## src/rtl/npc_ctrl_pkg.sv

```systemverilog
// Shared control definitions for the NPC core: sequencer states, immediate
// format codes, opcodes and the ebreak encoding.
package npc_ctrl_pkg;

    typedef enum logic [2:0] {
        ST_FETCH,
        ST_FWAIT,
        ST_EXEC,
        ST_MREQ,
        ST_MWAIT,
        ST_WB,
        ST_HALT,
        ST_TRAP
    } state_t;

    localparam logic [2:0] EXTOP_NONE = 3'd0;
    localparam logic [2:0] EXTOP_R    = 3'd1;
    localparam logic [2:0] EXTOP_I    = 3'd2;
    localparam logic [2:0] EXTOP_S    = 3'd3;
    localparam logic [2:0] EXTOP_B    = 3'd4;
    localparam logic [2:0] EXTOP_U    = 3'd5;
    localparam logic [2:0] EXTOP_J    = 3'd6;

    localparam logic [6:0] OP_REG    = 7'b0110011;
    localparam logic [6:0] OP_REG32  = 7'b0111011;
    localparam logic [6:0] OP_IMM    = 7'b0010011;
    localparam logic [6:0] OP_IMM32  = 7'b0011011;
    localparam logic [6:0] OP_LOAD   = 7'b0000011;
    localparam logic [6:0] OP_JALR   = 7'b1100111;
    localparam logic [6:0] OP_SYSTEM = 7'b1110011;
    localparam logic [6:0] OP_STORE  = 7'b0100011;
    localparam logic [6:0] OP_BRANCH = 7'b1100011;
    localparam logic [6:0] OP_LUI    = 7'b0110111;
    localparam logic [6:0] OP_AUIPC  = 7'b0010111;
    localparam logic [6:0] OP_JAL    = 7'b1101111;

    localparam logic [31:0] EBREAK = 32'h0010_0073;

    function automatic logic is_mem_op(input logic [6:0] opcode);
        return (opcode == OP_LOAD) || (opcode == OP_STORE);
    endfunction

endpackage

```

## src/rtl/inst_fmt_dec.sv

```systemverilog
// Combinational opcode decoder: immediate format select plus an illegal flag
// for any opcode that has no format.
module inst_fmt_dec
    import npc_ctrl_pkg::*;
(
    input  logic [6:0] opcode,
    output logic [2:0] extop,
    output logic       illegal
);

    always_comb begin
        extop = EXTOP_NONE;
        case (opcode)
            OP_REG, OP_REG32:                                  extop = EXTOP_R;
            OP_IMM, OP_IMM32, OP_LOAD, OP_JALR, OP_SYSTEM:     extop = EXTOP_I;
            OP_STORE:                                          extop = EXTOP_S;
            OP_BRANCH:                                         extop = EXTOP_B;
            OP_LUI, OP_AUIPC:                                  extop = EXTOP_U;
            OP_JAL:                                            extop = EXTOP_J;
            default:                                           extop = EXTOP_NONE;
        endcase
        illegal = (extop == EXTOP_NONE);
    end

endmodule

```

## src/rtl/inst_sequencer.sv

```systemverilog
// Multi-cycle instruction sequencer: fetch, latch and decode one instruction,
// step it through execute / memory / write-back and pulse the write enables.
module inst_sequencer
    import npc_ctrl_pkg::*;
#(
    parameter int XLEN = 64
)
(
    input  logic            clk,
    input  logic            rst_n,
    input  logic [XLEN-1:0] pc_i,
    output logic            ifu_req_valid,
    output logic [XLEN-1:0] ifu_req_addr,
    input  logic            ifu_req_ready,
    input  logic            ifu_rsp_valid,
    input  logic [31:0]     ifu_rsp_inst,
    input  logic            ifu_rsp_err,
    output logic            lsu_req_valid,
    input  logic            lsu_req_ready,
    input  logic            lsu_rsp_valid,
    output logic [31:0]     inst_o,
    output logic [2:0]      extop_o,
    output logic            pc_we,
    output logic            rf_we,
    output logic            halt_o,
    output logic            trap_o
);

    state_t     state;
    state_t     next_state;
    logic       started;
    logic       illegal_q;
    logic [2:0] dec_extop;
    logic       dec_illegal;
    logic       accept;
    logic       load_addr;

    inst_fmt_dec u_fmt_dec (
        .opcode  (ifu_rsp_inst[6:0]),
        .extop   (dec_extop),
        .illegal (dec_illegal)
    );

    assign accept = (state == ST_FWAIT) && ifu_rsp_valid && !ifu_rsp_err;

    // The first edge out of reset also counts as entering FETCH, so the
    // address is captured there even though the state did not change.
    assign load_addr = (next_state == ST_FETCH) && ((state != ST_FETCH) || !started);

    always_ff @(posedge clk or negedge rst_n) begin
        if (!rst_n) begin
            state <= ST_FETCH;
        end else begin
            state <= next_state;
        end
    end

    always_ff @(posedge clk or negedge rst_n) begin
        if (!rst_n) begin
            started      <= 1'b0;
            ifu_req_addr <= '0;
            inst_o       <= '0;
            extop_o      <= EXTOP_NONE;
            illegal_q    <= 1'b0;
        end else begin
            started <= 1'b1;
            if (load_addr) begin
                ifu_req_addr <= pc_i;
            end
            if (accept) begin
                inst_o    <= ifu_rsp_inst;
                extop_o   <= dec_extop;
                illegal_q <= dec_illegal;
            end
        end
    end

    always_comb begin
        next_state = state;
        case (state)
            ST_FETCH: if (started && ifu_req_ready) next_state = ST_FWAIT;
            ST_FWAIT: begin
                if (ifu_rsp_valid) begin
                    next_state = ifu_rsp_err ? ST_TRAP : ST_EXEC;
                end
            end
            ST_EXEC: begin
                if (illegal_q) begin
                    next_state = ST_TRAP;
                end else if (inst_o == EBREAK) begin
                    next_state = ST_HALT;
                end else if (is_mem_op(inst_o[6:0])) begin
                    next_state = ST_MREQ;
                end else begin
                    next_state = ST_WB;
                end
            end
            ST_MREQ:  if (lsu_req_ready) next_state = ST_MWAIT;
            ST_MWAIT: if (lsu_rsp_valid) next_state = ST_WB;
            ST_WB:    next_state = ST_FETCH;
            ST_HALT:  next_state = ST_HALT;
            ST_TRAP:  next_state = ST_TRAP;
            default:  next_state = ST_FETCH;
        endcase
    end

    always_comb begin
        ifu_req_valid = (state == ST_FETCH) && started;
        lsu_req_valid = (state == ST_MREQ);
        pc_we         = (state == ST_WB);
        rf_we         = (state == ST_WB) && (extop_o != EXTOP_S) && (extop_o != EXTOP_B);
        halt_o        = (state == ST_HALT);
        trap_o        = (state == ST_TRAP);
    end

endmodule

```

## config.mk

```make
export PLATFORM = sky130hd
export DESIGN_NAME = inst_sequencer
export DESIGN_NICKNAME = d
export VERILOG_FILES = /design/src/rtl/npc_ctrl_pkg.sv /design/src/rtl/inst_fmt_dec.sv /design/src/rtl/inst_sequencer.sv
export SDC_FILE = /design/constraint.sdc
export NUM_CORES = 1
export LEC_CHECK = 0
export CORE_AREA = 2 2 123 125
export CTS_CLUSTER_SIZE = 20
export DETAILED_ROUTE_END_ITERATION = 10
export DIE_AREA = 0 0 125 127
export GPL_TIMING_DRIVEN = 0
export SLEW_MARGIN = 15
export SYNTH_ARGS = -nofsm -noshare
export SYNTH_HDL_FRONTEND = slang
export SYNTH_SLANG_ARGS = --single-unit
```

## constraint.sdc

```tcl
create_clock -name clk -period 3.1 [get_ports clk]
set_input_delay 0.62 -clock clk [delete_from_list [all_inputs] [get_ports clk]]
set_output_delay 0.62 -clock clk [all_outputs]
set_load 0.02 [all_outputs]
```

* After elaboration in Yosys (flattened, before gate mapping)
Cells that the tools add are included.
** Operators by class
- Eq/ne operators :: 24
- Multiplexer cells :: 10
- Reductions and logical operators :: 18
** Operators with widths (count)
- $eq 7x6->1 const B :: 5
- $eq 32x21->1 const B :: 1
- $eq 7x7->1 const B :: 4
- $mux 3 :: 8
- $pmux 3 s8 :: 1
- $eq 7x5->1 const B :: 3
- $pmux 3 s6 :: 1
- $eq 7x2->1 const B :: 2
- $eq 3x3->1 const B :: 4
- $logic_not 3->1 :: 3
- $logic_and 1x1->1 :: 7
- $eq 3x2->1 const B :: 2
- $reduce_or 5->1 :: 1
- $reduce_or 2->1 :: 2
- $eq 3x1->1 const B :: 1
- $ne 3x2->1 const B :: 1
- $ne 3x3->1 const B :: 1
- $reduce_bool 3->1 :: 1
- $logic_not 1->1 :: 2
- $logic_or 1x1->1 :: 2
** Storage, ports and cells
- Flip-flop bits (word level) :: 104
- Bits of input ports :: 103
- Output and inout port bits :: 105
- Word-level logic and storage cells :: 58

* Longest topological paths before layout
- Depth in word-level cells :: 8
- Depth in mapped cells :: 8
- Depth with buffers taken out :: 5

* Modules after synthesis
From an unflattened synthesis, not the netlist that was laid out.
** Unflattened totals
- Cell total of the unflattened synthesis :: 299
- Area total of the unflattened synthesis :: 4633.2 um2
** By module, submodules not included
- inst_sequencer :: times used 1, cells an instance 274, area each 4475.5 um2, seq. area each 2602.5 um2
- inst_fmt_dec :: times used 1, cells an instance 25, area each 157.7 um2, seq. area each 0.0 um2

* Worst setup path before layout
OpenSTA, ideal clock, no wires.
- Kind :: input-to-reg
- Start :: input lsu_req_ready
- End :: register ifu_req_addr[18]
- Library setup time :: 0.125 ns
- Data arrival time :: 2.175 ns
- Required time :: 2.975 ns
- Path slack :: 0.800 ns
- Stages :: 6
- Path buffers :: 1
- Cell sequence :: nand2b_1 > a21oi_1 > o22ai_2 > nor4_4 > buf_6 > mux2_2
** Between the ends
- Word-level cells in the longest chain between the ends :: 4
** RTL lines
- start: declaration :: RTL line inst_sequencer.sv:19 : input logic lsu_req_ready,
- $mux 3 :: RTL line inst_sequencer.sv:98 : ST_MREQ: if (lsu_req_ready) next_state = ST_MWAIT;
- $pmux 3 s8 :: RTL line inst_sequencer.sv:80 : case (state)
- via next_state[2] :: RTL line inst_sequencer.sv:30 : state_t next_state;
- $logic_not 3->1 :: RTL line inst_sequencer.sv:48 : assign load_addr = (next_state == ST_FETCH) && ((state != ST_FETCH) || !started);
- $logic_and 1x1->1 :: RTL line inst_sequencer.sv:48
- end signal: assignment :: RTL line inst_sequencer.sv:68 : ifu_req_addr <= pc_i;
- end: declaration :: RTL line inst_sequencer.sv:13 : output logic [XLEN-1:0] ifu_req_addr,
The timed path passes the listed nets, and every way through them passes these cells.
A chain may end at the register's enable or synchronous reset.

* Worst setup path in the final report
- Start :: input lsu_req_ready
- End :: register ifu_req_addr[63]
The elaborated chain is that of the path after synthesis.

==> run summary <==
CP arrival = 3.02 ns
Worst IR Drop VDD = 335 uV
Pin slew with the least headroom to its limit = 0.902 ns
Post_cts resized = 0
Relative slew slack = 39.4%
Max Buffers Root-to-Sink = 2
DRT Wirelength = 11200 um
Status = complete, no violations
Worst r2r path cells = 6
Fill count = 1320
Tmin final = 2.78 ns
I/O Pins = 208
R2R setup slack = 0.46 ns
Hold Fails Final Rpt = 0
Die extent in x = 125 um
N_diodes = 0
Setup Viol. Count Final = 0
Initial antenna violation count = 0
WL/cell = 16.0 um
Rows = 44
CTS tree = yes
Crit path launch type = input port
First-pass GRT wire length = 18100 um
Unique masters post-synth = 45
Vias in the first global route = 3376
Final period utilization = 89.8%
Hold Crit Class = input port to async pin
Final Cell Area = 0.00689 mm2
First-pass DRT Iterations = 4
Die height = 127 um
Leakage = 3.10 nW
HPWL Detailed = 8550 um
DP Area = 0.00659 mm2
Hold_buf cts = 0
Sequential fraction of the synthesis area = 60.8%
TritonCTS Buffers = 9
Syn Area/Cell = 14.5 um2
Final std cells w/o fill = 700
# port buffers = 205
Via count = 3262
Nets@finish = 615
Dpl cells = 685
Clock insertion delay at the later pin of the skew report = 0.34 ns
Syn nets = 398
DRC = 0
Netlist Area Pre-Place = 0.00428 mm2
Clock sinks = 104
Iter 0 DRT Violations = 176
Yosys top cell area share = 60.8%
Critical path capture point type = flip-flop
Core Footprint = 0.0144 mm2
Cells after Synth = 295
Slew Limit Fails = 0
R2r startpoint = inst_o[2]
Max Clk Rate = 0.359 GHz
CP Class = input port to flip-flop
Post-CTS Setup Bufs = 0
Max-cap violations = 0
Unrepaired setup endpoints after global routing = false
Synth Register Bits = 104
Area contributors post-synth = dfrtp_1, mux2_2, mux2_1
WP data required = 3.33 ns
CTS root buf = clkbuf_16
Crit-path max FO = 10
Post-DRT Antenna Nets = 0
Syn. warnings = 0
Clock transition at the registers of the reported paths = 0.07 ns
Die area = 0.0159 mm2
Post-synth top area cell = dfrtp_1
Reg-to-Reg End = ifu_req_addr[63]
Layout cells sized above 1 = 21.5%
Worst Setup SP = lsu_req_ready
Synthesis-to-layout area growth = 60.9%
Skew final = 0.00671 ns
# H-tree levels = 3
Congestion Overflow GR = 0
Final RePlAce weighted congestion = 0.805
Largest net degree at the start of global routing = 63
Power density cells = 388 mW/mm2
Post-DR vias/cell = 4.66
Global-route usage over all layers = 14.3%
Starting density of the core = 29.7%
-- cell type report --
type / count / area [um2] / area share [%]
Inverter: 4 / 15.0 / 0.218
Clock inverter: 4 / 53.8 / 0.781
Timing Repair Buffer: 206 / 2080 / 30.2
Multi-Input combinational cell: 173 / 1570 / 22.7
Clock buffer: 11 / 243 / 3.52
Tap cell: 184 / 230 / 3.34
Buffer: 14 / 100 / 1.45
Sequential cell: 104 / 2600 / 37.8
-- synth_stat cells --
cell	n
nand4_1	1
mux2_2	83
conb_1	1
o22ai_2	1
o22ai_1	1
nor3_1	3
a21oi_1	5
buf_1	1
nor2_1	9
o41ai_1	1
nand3b_1	2
clkbuf_2	1
o21ai_0	5
a41oi_1	1
nor4_2	1
nand4b_1	1
nor2b_1	2
buf_6	6
and2b_1	1
buf_2	1
o211ai_1	1
mux2i_1	1
nor4b_1	4
nand3_1	3
dfrtp_1	104
o31ai_1	2
nand2b_1	3
o21a_1	1
nand2_1	10
nand4bb_1	1
clkbuf_1	5
inv_1	4
a22oi_1	1
nor4_4	1
or2_2	1
and2_1	2
a2111oi_0	1
and3_1	1
nor4_1	4
a31oi_1	1
nor3b_1	1
mux2_1	13
o2bb2ai_1	1
a211oi_1	1
a21o_1	1
-- worst max path at each step --
stage / end / slack, ns / cells after the start
global route: ifu_req_addr[41] / 0.19 / 7
finish: ifu_req_addr[63] / 0.32 / 7
detailed placement: ifu_req_addr[63] / -0.10 / 7
global placement: inst_o[23] / -2.63 / 1
CTS: ifu_req_addr[63] / 0.27 / 7
floorplan: ifu_req_addr[18] / 0.80 / 6
-- kinds of logic (layout without fill, tap and decap cells) --
group | count (synthesis) | count (layout) | synth area share (%)
flip-flops | 104 | 104 | 60.8
multiplexers | 97 | 97 | 25.5
AND/OR/NAND/NOR | 51 | 51 | 7.19
AO/OA/AOI/OAI | 24 | 24 | 3.80
buffers and inverters | 18 | 239 | 2.69
other | 1 | 1 | 0.0876
-- through the flow --
stage / power [mW] / hold WS (ns) / TNS [ns] / worst slack (ns) / utilization (%)
finish: 2.68 / 0.185 / 0 / 0.315 / 47.8
global route: 2.80 / 0.199 / 0 / 0.188 / 47.8
CTS: 2.73 / 0.186 / 0 / 0.272 / 47.8
detailed placement: 1.56 / 0.477 / -5.51 / -0.101 / 45.7
global placement: 1.56 / 0.467 / -276.44 / -2.63 / 45.5
floorplan: 1.40 / 0.324 / 0 / 0.800 / -
-- state kept, by name, indices dropped and copies added, names as in the netlist --
name / count
started: 1
extop_o: 3
ifu_req_addr: 64
inst_o: 32
illegal_q: 1
state: 3
-- cell usage in the layout (no fill, tap or decap), types with 2 or more instances in the layout --
cell type	n
dfrtp_1	104
nor4_1	4
o21ai_0	5
o31ai_1	2
buf_6	7
clkbuf_16	9
nand3_1	3
and2_1	2
nor4b_1	4
nor3_1	3
clkdlybuf4s50_1	204
nand2_1	10
mux2_1	13
nor2_1	9
clkbuf_1	6
nand2b_1	3
mux2_2	83
inv_1	4
nor2b_1	2
nand3b_1	2
a21oi_1	5
clkinvlp_4	2
-- per-layer routing --
metal  share of wire, %  vias to the layer above  global-route usage [%]
li1                   -                     1494                       -
met1                 42                     1619                    18.2
met2                 48                      132                    22.6
met3                7.0                       17                    4.61
met4                2.4                        0                    6.14
met5                  0                        -                       0
-- worst max-delay path, stage by stage --
cell and delay, ns:
clkdlybuf4s50_1 0.45, nand2b_1 0.16, a21oi_1 0.21, o22ai_2 0.14, nor4_4 0.82, buf_6 0.25
mux2_2 0.34
-- report_power, final --
group          leakage [nW]  switching (mW)  total (mW)  internal, mW
Clock                 0.138           0.496        1.14         0.647
Sequential             1.44        0.000128        1.36          1.36
Combinational          1.52          0.0567       0.176         0.120
Power figures use the tool's default switching activity.
